===== config.mk =====
export PLATFORM = sky130hd
export DESIGN_NAME = elevator_scheduler
export DESIGN_NICKNAME = d
export VERILOG_FILES = /design/src/rtl/elevator_pkg.sv /design/src/rtl/elevator_req_mask.sv /design/src/rtl/elevator_scheduler.sv
export SDC_FILE = /design/constraint.sdc
export NUM_CORES = 1
export LEC_CHECK = 0
export CORE_AREA = 10 10 87 89
export CTS_CLUSTER_DIAMETER = 150
export CTS_CLUSTER_SIZE = 10
export DETAILED_ROUTE_END_ITERATION = 10
export DIE_AREA = 0 0 97 99
export DONT_BUFFER_PORTS = 1
export SYNTH_ARGS = -nofsm -noshare
export SYNTH_HDL_FRONTEND = slang
export SYNTH_SLANG_ARGS = --single-unit

===== constraint.sdc =====
create_clock -name clk -period 3.28 [get_ports clk]
set_input_delay 0.492 -clock clk [delete_from_list [all_inputs] [get_ports clk]]
set_output_delay 0.492 -clock clk [all_outputs]
set_load 0.03 [all_outputs]

===== src/rtl/elevator_pkg.sv =====
// Shared codes for the elevator scheduler: engine/door output encodings and FSM states.
package elevator_pkg;

    localparam logic [1:0] ENG_STOP    = 2'b00;
    localparam logic [1:0] ENG_UP      = 2'b01;
    localparam logic [1:0] ENG_DOWN    = 2'b10;

    localparam logic [1:0] DOOR_CLOSED = 2'b00;
    localparam logic [1:0] DOOR_OPEN   = 2'b01;

    localparam logic [1:0] ST_IDLE     = 2'b00;
    localparam logic [1:0] ST_UP       = 2'b01;
    localparam logic [1:0] ST_DOWN     = 2'b10;
    localparam logic [1:0] ST_DOOR     = 2'b11;

endpackage


===== src/rtl/elevator_req_mask.sv =====
// Reduces a request vector against the one-hot car floor into above / below / at-floor flags.
module elevator_req_mask #(
    parameter int FLOORS = 6
) (
    input  logic [FLOORS-1:0] req_i,
    input  logic [FLOORS-1:0] floor_i,
    output logic              above_o,
    output logic              below_o,
    output logic              at_o
);

    logic [FLOORS-1:0] below_mask;
    logic [FLOORS-1:0] above_mask;

    // floor_i is always one-hot, so subtracting one yields every lower floor.
    assign below_mask = floor_i - FLOORS'(1);
    assign above_mask = ~(below_mask | floor_i);

    assign above_o = |(req_i & above_mask);
    assign below_o = |(req_i & below_mask);
    assign at_o    = |(req_i & floor_i);

endmodule


===== src/rtl/elevator_scheduler.sv =====
// Collective-control SCAN scheduler for one elevator car; optional parking via ELEVATOR_SCHED_PARK_EN.
module elevator_scheduler
    import elevator_pkg::*;
#(
    parameter int FLOORS     = 6,
    parameter int DOOR_TICKS = 8,
    parameter int PARK_TICKS = 16
) (
    input  logic              clk,
    input  logic              reset,
    input  logic [FLOORS-1:0] btn_num_in,
    input  logic [FLOORS-1:0] btn_up_out,
    input  logic [FLOORS-1:0] btn_down_out,
    input  logic              open_btn,
    input  logic              close_btn,
    input  logic              floor_arrive,
    output logic [1:0]        engine,
    output logic [1:0]        door,
    output logic [FLOORS-1:0] level_display,
    output logic [FLOORS-1:0] cab_lamp,
    output logic [FLOORS-1:0] up_lamp,
    output logic [FLOORS-1:0] down_lamp
);

    localparam int TW = $clog2(DOOR_TICKS + 1);
    localparam logic [TW-1:0] DOOR_LOAD = TW'(DOOR_TICKS);
    localparam logic [FLOORS-1:0] UP_VALID   = {1'b0, {(FLOORS-1){1'b1}}};
    localparam logic [FLOORS-1:0] DOWN_VALID = {{(FLOORS-1){1'b1}}, 1'b0};
    localparam logic [FLOORS-1:0] FLOOR0     = FLOORS'(1);

    logic [1:0]        state_q, state_d;
    logic [1:0]        engine_q, engine_d;
    logic [1:0]        door_q, door_d;
    logic [FLOORS-1:0] level_q, level_d;
    logic [FLOORS-1:0] cab_q, cab_d, up_q, up_d, down_q, down_d;
    logic [FLOORS-1:0] clr_cab, clr_up, clr_down;
    logic [TW-1:0]     timer_q, timer_d;
    logic              dir_up_q, dir_up_d;
    logic              arrived_q, arrived_d;
    logic              park_set;

    logic cab_above, cab_below, cab_at;
    logic up_above, up_below, up_at;
    logic down_above, down_below, down_at;
    logic any_above, any_below, any_at;
    logic door_reload;

    elevator_req_mask #(.FLOORS(FLOORS)) u_cab_mask (
        .req_i(cab_q), .floor_i(level_q),
        .above_o(cab_above), .below_o(cab_below), .at_o(cab_at)
    );
    elevator_req_mask #(.FLOORS(FLOORS)) u_up_mask (
        .req_i(up_q), .floor_i(level_q),
        .above_o(up_above), .below_o(up_below), .at_o(up_at)
    );
    elevator_req_mask #(.FLOORS(FLOORS)) u_down_mask (
        .req_i(down_q), .floor_i(level_q),
        .above_o(down_above), .below_o(down_below), .at_o(down_at)
    );

    assign any_above = cab_above | up_above | down_above;
    assign any_below = cab_below | down_below | up_below;
    assign any_at    = cab_at | up_at | down_at;

    // Calls at the open door's floor restart the dwell instead of being latched.
    assign door_reload = open_btn
                       | (|(btn_num_in & level_q))
                       | (dir_up_q ? |(btn_up_out & UP_VALID & level_q)
                                   : |(btn_down_out & DOWN_VALID & level_q));

    always_comb begin
        // NOTE: every signal gets a default first so no path through the case infers a latch.
        state_d   = state_q;
        engine_d  = engine_q;
        door_d    = door_q;
        level_d   = level_q;
        dir_up_d  = dir_up_q;
        timer_d   = timer_q;
        arrived_d = 1'b0;
        clr_cab   = '0;
        clr_up    = '0;
        clr_down  = '0;

        case (state_q)
            ST_IDLE: begin
                if (any_at) begin
                    state_d  = ST_DOOR;
                    door_d   = DOOR_OPEN;
                    timer_d  = DOOR_LOAD;
                    clr_cab  = level_q;
                    clr_up   = level_q;
                    clr_down = level_q;
                end else if (any_above && (dir_up_q || !any_below)) begin
                    state_d  = ST_UP;
                    engine_d = ENG_UP;
                    dir_up_d = 1'b1;
                end else if (any_below) begin
                    state_d  = ST_DOWN;
                    engine_d = ENG_DOWN;
                    dir_up_d = 1'b0;
                end else if (open_btn) begin
                    state_d  = ST_DOOR;
                    door_d   = DOOR_OPEN;
                    timer_d  = DOOR_LOAD;
                end
            end

            ST_UP: begin
                if (arrived_q && (cab_at || up_at || !any_above)) begin
                    state_d  = ST_DOOR;
                    engine_d = ENG_STOP;
                    door_d   = DOOR_OPEN;
                    timer_d  = DOOR_LOAD;
                    clr_cab  = level_q;
                    clr_up   = level_q;
                    clr_down = any_above ? '0 : level_q;
                end else if (floor_arrive && !level_q[FLOORS-1]) begin
                    level_d   = level_q << 1;
                    arrived_d = 1'b1;
                end
            end

            ST_DOWN: begin
                if (arrived_q && (cab_at || down_at || !any_below)) begin
                    state_d  = ST_DOOR;
                    engine_d = ENG_STOP;
                    door_d   = DOOR_OPEN;
                    timer_d  = DOOR_LOAD;
                    clr_cab  = level_q;
                    clr_down = level_q;
                    clr_up   = any_below ? '0 : level_q;
                end else if (floor_arrive && !level_q[0]) begin
                    level_d   = level_q >> 1;
                    arrived_d = 1'b1;
                end
            end

            ST_DOOR: begin
                clr_cab  = level_q;
                clr_up   = dir_up_q ? level_q : '0;
                clr_down = dir_up_q ? '0 : level_q;
                if (door_reload) begin
                    timer_d = DOOR_LOAD;
                end else if (close_btn || timer_q <= TW'(1)) begin
                    state_d = ST_IDLE;
                    door_d  = DOOR_CLOSED;
                    timer_d = '0;
                end else begin
                    timer_d = timer_q - TW'(1);
                end
            end

            default: begin
                state_d  = ST_IDLE;
                engine_d = ENG_STOP;
                door_d   = DOOR_CLOSED;
            end
        endcase
    end

`ifdef ELEVATOR_SCHED_PARK_EN
    localparam int PW = $clog2(PARK_TICKS + 1);
    logic [PW-1:0] park_cnt_q, park_cnt_d;

    always_comb begin
        park_cnt_d = '0;
        park_set   = 1'b0;
        if (state_q == ST_IDLE && state_d == ST_IDLE
            && !(|{cab_q, up_q, down_q}) && !level_q[0]) begin
            if (park_cnt_q == PW'(PARK_TICKS - 1)) begin
                park_set = 1'b1;
            end else begin
                park_cnt_d = park_cnt_q + PW'(1);
            end
        end
    end

    always_ff @(posedge clk or negedge reset) begin
        if (!reset) park_cnt_q <= '0;
        else        park_cnt_q <= park_cnt_d;
    end
`else
    assign park_set = 1'b0;
`endif

    // A clear in the same cycle as a press wins, so the served call cannot re-latch.
    assign cab_d  = (cab_q  | btn_num_in | (park_set ? FLOOR0 : '0)) & ~clr_cab;
    assign up_d   = (up_q   | (btn_up_out & UP_VALID))               & ~clr_up;
    assign down_d = (down_q | (btn_down_out & DOWN_VALID))           & ~clr_down;

    // NOTE: state registers use non-blocking assignments so all flops update from pre-edge values.
    always_ff @(posedge clk or negedge reset) begin
        if (!reset) begin
            state_q   <= ST_IDLE;
            engine_q  <= ENG_STOP;
            door_q    <= DOOR_CLOSED;
            level_q   <= FLOOR0;
            cab_q     <= '0;
            up_q      <= '0;
            down_q    <= '0;
            timer_q   <= '0;
            dir_up_q  <= 1'b1;
            arrived_q <= 1'b0;
        end else begin
            state_q   <= state_d;
            engine_q  <= engine_d;
            door_q    <= door_d;
            level_q   <= level_d;
            cab_q     <= cab_d;
            up_q      <= up_d;
            down_q    <= down_d;
            timer_q   <= timer_d;
            dir_up_q  <= dir_up_d;
            arrived_q <= arrived_d;
        end
    end

    assign engine        = engine_q;
    assign door          = door_q;
    assign level_display = level_q;
    assign cab_lamp      = cab_q;
    assign up_lamp       = up_q;
    assign down_lamp     = down_q;

endmodule


Word level (Yosys, flattened, before mapping)

Index checks and enable logic that the tools add are counted.

Output and inout bits: 28
Bits of input ports: 23
Register bits: 36

Bitwise operators: 32
Multiplexer cells: 56
Reductions and logical operators: 37
Add/sub/neg operators: 2
Eq/ne operators: 17
$lt $le $gt $ge: 1

Operators by type and width:

| cell                                                                | count |
|---|---|
| 6-bit AND                                                           | 14 |
| 6-bit two-way mux                                                   | 13 |
| 6-bit one-hot mux with 4 select lines                               | 3 |
| 6-bit OR reduction                                                  | 12 |
| 2-bit two-way mux                                                   | 19 |
| 4-bit two-way mux                                                   | 8 |
| 6-bit NOT                                                           | 4 |
| 5-bit AND reduction                                                 | 4 |
| 2-bit inequality test (second input constant)                       | 9 |
| 6-bit bitwise OR                                                    | 3 |
| 2-bit one-hot mux with 4 select lines                               | 2 |
| 4-bit one-hot mux with 4 select lines                               | 1 |
| 3-bit inequality test (second input constant)                       | 4 |
| 6-bit one-hot mux with 2 select lines                               | 1 |
| 1-bit bitwise OR                                                    | 8 |
| 1-bit two-way mux                                                   | 7 |
| 7-bit AND reduction                                                 | 1 |
| 5-bit by 6-bit AND with 6-bit output                                | 1 |
| 1-bit logical OR                                                    | 6 |
| 6-bit by 5-bit bitwise OR with 6-bit output                         | 1 |
| 2-bit one-hot mux with 3 select lines                               | 1 |
| 6-bit by 1-bit subtractor with 6-bit output (second input constant) | 1 |
| 1-bit logical AND                                                   | 5 |
| 5-bit inequality test (second input constant)                       | 1 |
| other kinds (11)                                                    | 16 |

Logic depth before layout (Yosys ltp)

Word-level depth: 14
Depth in mapped cells: 11
Depth with buffers taken out: 10

Hierarchy

From an unflattened synthesis, not the netlist that was laid out.

Cell total of the unflattened synthesis: 278
Area total of the unflattened synthesis: 2517.4 sq um

By module, submodules not included:

| module             | area an instance (sq um) | cells an instance | instances |
|---|---|---|---|
| elevator_scheduler | 1898.1                   | 194               | 1 |
| elevator_req_mask  | 206.4                    | 28                | 3 |

Worst setup path before layout

Ideal clock, no wire load.

Kind: register to register
From: reg level_q[1], in the netlist level_display[1]
To: reg state_q[1]
Data arrival time: 3.080 ns
Required time: 3.155 ns
Slack: 0.075 ns
Library setup time: 0.125 ns
Cell stages (with the launch flop): 12
Buffers on the path: 1
Cells stage by stage: dfrtp_1 -> buf_2 -> inv_1 -> nand3_1 -> or3_1 -> ha_1 -> a22oi_1 -> nand3_1 -> or4_1 -> nor4_1 -> or3_4 -> mux2_4

Longest elaborated chain between the ends: 12

Ends and longest elaborated chain:

| item                                        | RTL line                  | source |
|---|---|---|
| from (decl)                                 | elevator_scheduler.sv:34  | `logic [FLOORS-1:0] level_q, level_d;` |
| from (signal assigned)                      | elevator_scheduler.sv:208 | `level_q <= level_d;` |
| 6-bit by 1-bit subtractor with 6-bit output | elevator_req_mask.sv:16   | `assign below_mask = floor_i - FLOORS'(1);` |
| 6-bit bitwise OR                            | elevator_req_mask.sv:17   | `assign above_mask = ~(below_mask \| floor_i);` |
| 6-bit NOT                                   | elevator_req_mask.sv:17   |  |
| 6-bit AND                                   | elevator_req_mask.sv:19   | `assign above_o = \|(req_i & above_mask);` |
| 6-bit OR reduction                          | elevator_req_mask.sv:19   |  |
| 1-bit bitwise OR (2 in a row)               | elevator_scheduler.sv:61  | `assign any_above = cab_above \| up_above \| down_above;` |
| 1-bit zero test                             | elevator_scheduler.sv:109 | `if (arrived_q && (cab_at \|\| up_at \|\| !any_above)) begin` |
| 1-bit logical OR                            | elevator_scheduler.sv:109 |  |
| 1-bit logical AND                           | elevator_scheduler.sv:109 |  |
| 2-bit inequality test (no source line)      | --                        |  |
| 5-bit AND reduction (no source line)        | --                        |  |
| to (signal assigned)                        | elevator_scheduler.sv:205 | `state_q <= state_d;` |
| to (decl)                                   | elevator_scheduler.sv:31  | `logic [1:0] state_q, state_d;` |

Parallel ways exist; a longest one is shown, timed or not.
A chain may end at the register's enable or synchronous reset.

Worst setup path after layout

From: reg level_q[0], in the netlist level_display[0]
To: reg state_q[1]

Same word-level chain as after synthesis.

==> run metrics <==
Sw Ratio 0.203; pin count of the biggest net entering global routing 34; via density per instance 6.19; mux share of post-synthesis cell area 0.0611; sequential area share after synthesis 0.390; most numerous cell in the Yosys netlist dfrtp_1; syn_nets 279; Arrival @ worst endpoint 3.33 ns; root buffer cell clkbuf_8; top cells by area, synth dfrtp_1 37%, ha_1 7.2%, a31oi_1 4.7%; Yosys reg bits 35; Critical Path Max Stage Delay 0.47 ns; Synth Area in Adders 0.0722; height of the die 99 um; CTS sink count 35; ratio of final minimum period to clock period 0.962; Layout Skew 0.00474 ns; Post-Layout Cell Count 323; Post-synth EDFFs 0; share of the synthesized area in compound gates (AO/OA/AOI/OAI) 0.271; most used cell, CP nand3_1; DRT antenna net count 0; Logic pwr share 0.019; total of max-cap violations 0; crit path kind flop to flop; clk slew on worst S/H paths 0.07 ns; crit-path leading delay family simple AND/OR/NAND/NOR gates; worst relative slew slack 0.572; grt ovf 0; TritonCTS buffer count 5; hpwl dp 5040 um; Simple-Gate Fraction of Synth Area 0.155; Final Setup Violations 0; critical path launch point type flop; unique cell type count in the Yosys netlist 51; outcome complete, no violations; Critical Path RT 3.46 ns; Worst Hold Margin 0.0280 ns; die width 97 um; Pint 0.659 mW; Clock Path Buffers 2; Initial Utilization 0.385; Antenna diodes 0; mean post-synth cell area 9.27 um2; Area Overhead vs Synth 10.2%; Critical Path, Cell by Cell inv_1, nand3_1, or3_1, ha_1, a22oi_1, nand3_1, nor4_4, o311ai_4, or3_4, mux2_4; Site Rows 28; max-slew violations 0; initial antenna violation count 0; sequential cell area 878 um2; layout net count 284; final wirelength 6790 um; Leak 1.05 nW; biggest area consumer among synthesized cells dfrtp_1; RSZ-0062 raised after global routing yes; die area 0.00960 mm2; First DRT Iteration DRCs 157; vias in the first global route 1,902; Sw Pwr 0.168 mW; DR vias 2,000; Seq pwr share 0.521; Synth top area share 0.366; area of the multi-input gates 0.00127 mm2; Synth Area in XOR/XNOR 0; all-layer global routing usage 0.137; first-pass GRT wire length 10,900 um; CTS tree done; Buf/Inv on CP 1; VDD IR max 0.000150 V; fill count 586; number of synthesis warnings 0; top cells by count, synth 33 x dfrtp_1, 21 x nor2_1, 19 x nand2_1; CP Capture Type flop; ratio of total power to cell area 333 mW/mm2; Fin. Hold Viols 0; Post-route DRC 0; slowest CP cell nor4_4; Mapped Area 0.00225 mm2; core footprint 0.00585 mm2; ys async rst share 1.00; min cycle time layout 3.16 ns; Clk pwr share 0.459; share of layout cells above drive strength 1 0.105; routability cong. 0.930; worst hold path type input port to async pin; main combinational cell family by area after synthesis compound AO/OA/AOI/OAI gates; WL per Instance 21.0 um; Worst Path Max Fanout 8; num ports 51; drt pass-1 iters 5; Slew @ Worst Pin 0.639 ns; H-tree Lvls 2; port bufs 0; Placed Instances 314; most common flop cell mapped by yosys dfrtp_1; Mapped Cells 243; fmax 0.317 GHz; Worst-Skew Late Latency 0.29 ns
## layout by cell type (no fill, tap or decap), types with 2 or more instances in the layout
cell        n
nor4_1      3
mux2_1      2
a21oi_1     6
a31oi_1    17
o21bai_1    2
o211ai_1    3
dfrtp_1    33
a211oi_1    2
o31ai_1     5
nand3_1     8
o21ai_0    10
nor3_1      2
nor2_1     21
inv_1      16
and3_1      5
a222oi_1    3
clkbuf_8    5
o22a_1      5
o2111ai_1   2
ha_1       13
nand2_1    19
mux2i_1    10
dfstp_2     2
buf_4       8
nand4_1     2
o21ai_1     4
a22oi_1    14
## worst register-to-register path: stages, from the launching register on
cell	delay [ns]
dfstp_2	0.37
inv_1	0.13
nand3_1	0.13
or3_1	0.32
ha_1	0.32
a22oi_1	0.19
nand3_1	0.17
nor4_4	0.47
o311ai_4	0.20
or3_4	0.45
mux2_4	0.30
## registers in the layout (all words and copies together), names as in the netlist
signal         count
engine             2
state_q            2
timer_q            4
cab_lamp           6
down_lamp          6
arrived_q          1
level_display      6
door               1
dir_up_q           1
up_lamp            6
## cell families (layout without fill, tap and decap cells)
logic type,count (synthesis),in the layout
multiplexers,13,13
AND/OR/NAND/NOR,70,70
buffers and inverters,27,32
AO/OA/AOI/OAI,84,84
adder cells (fa/ha/maj),13,13
flip-flops,35,35
other,1,1
## per-layer routing
layer  up-vias  share of wire  GRT usage
met5         -              0          0
met3        13          0.073     0.0335
li1        923              -          -
met2        96           0.47      0.230
met4         0          0.024     0.0545
met1       968           0.43      0.165
## path summary, 6_finish.rpt
path	startpoint	end	slack, ns	cells after the start
worst min-delay path	reset	cab_lamp[5]	0.03	1
worst max register to register	level_display[0]	state_q[1]	0.12	10
min in group clk	floor_arrive	arrived_q	0.31	2
worst min register to register	timer_q[3]	timer_q[3]	0.53	2
max in group asynchronous	reset	engine[0]	3.07	1
worst max-delay path	level_display[0]	state_q[1]	0.12	10
## through the flow
step / setup TNS [ns] / instance area (um2) / setup WS, ns / utilization / total power [mW]
finish: 0 / 2480 / 0.123 / 0.424 / 0.828
global route: -0.00997 / 2480 / -0.00997 / 0.424 / 0.854
CTS: 0 / 2470 / 0.123 / 0.422 / 0.833
detailed placement: 0 / 2350 / 0.164 / 0.401 / 0.445
global placement: 0 / 2350 / 0.225 / 0.401 / 0.445
floorplan: 0 / 2250 / 0.0752 / - / 0.446
## power groups by stage
stage / logic, mW / registers [mW] / clock network [mW]
6_report: 0.0160 / 0.431 / 0.380
5_1_grt: 0.0182 / 0.431 / 0.405
4_1_cts: 0.0168 / 0.431 / 0.385
3_5_place_dp: 0.00564 / 0.440 / 0
3_3_place_gp: 0.00558 / 0.440 / 0
2_1_floorplan: 0.00594 / 0.440 / 0
## timing repair
action                                 CTS  global route
endpoints found under the hold margin   33             0
setup endpoints to repair                0             2
buffers inserted                         0             1
gates resized for setup                  0             1
hold buffers                             1             0
## cell type report
cell class / count / share of cell area
clock buffer: 6 / 0.0292
clock inverter: 1 / 0.0121
inverter: 16 / 0.0242
multi-input combinational: 181 / 0.511
sequential: 35 / 0.354
tap: 75 / 0.0378
timing repair buffer: 9 / 0.0323
Power figures use the tool's default switching activity.
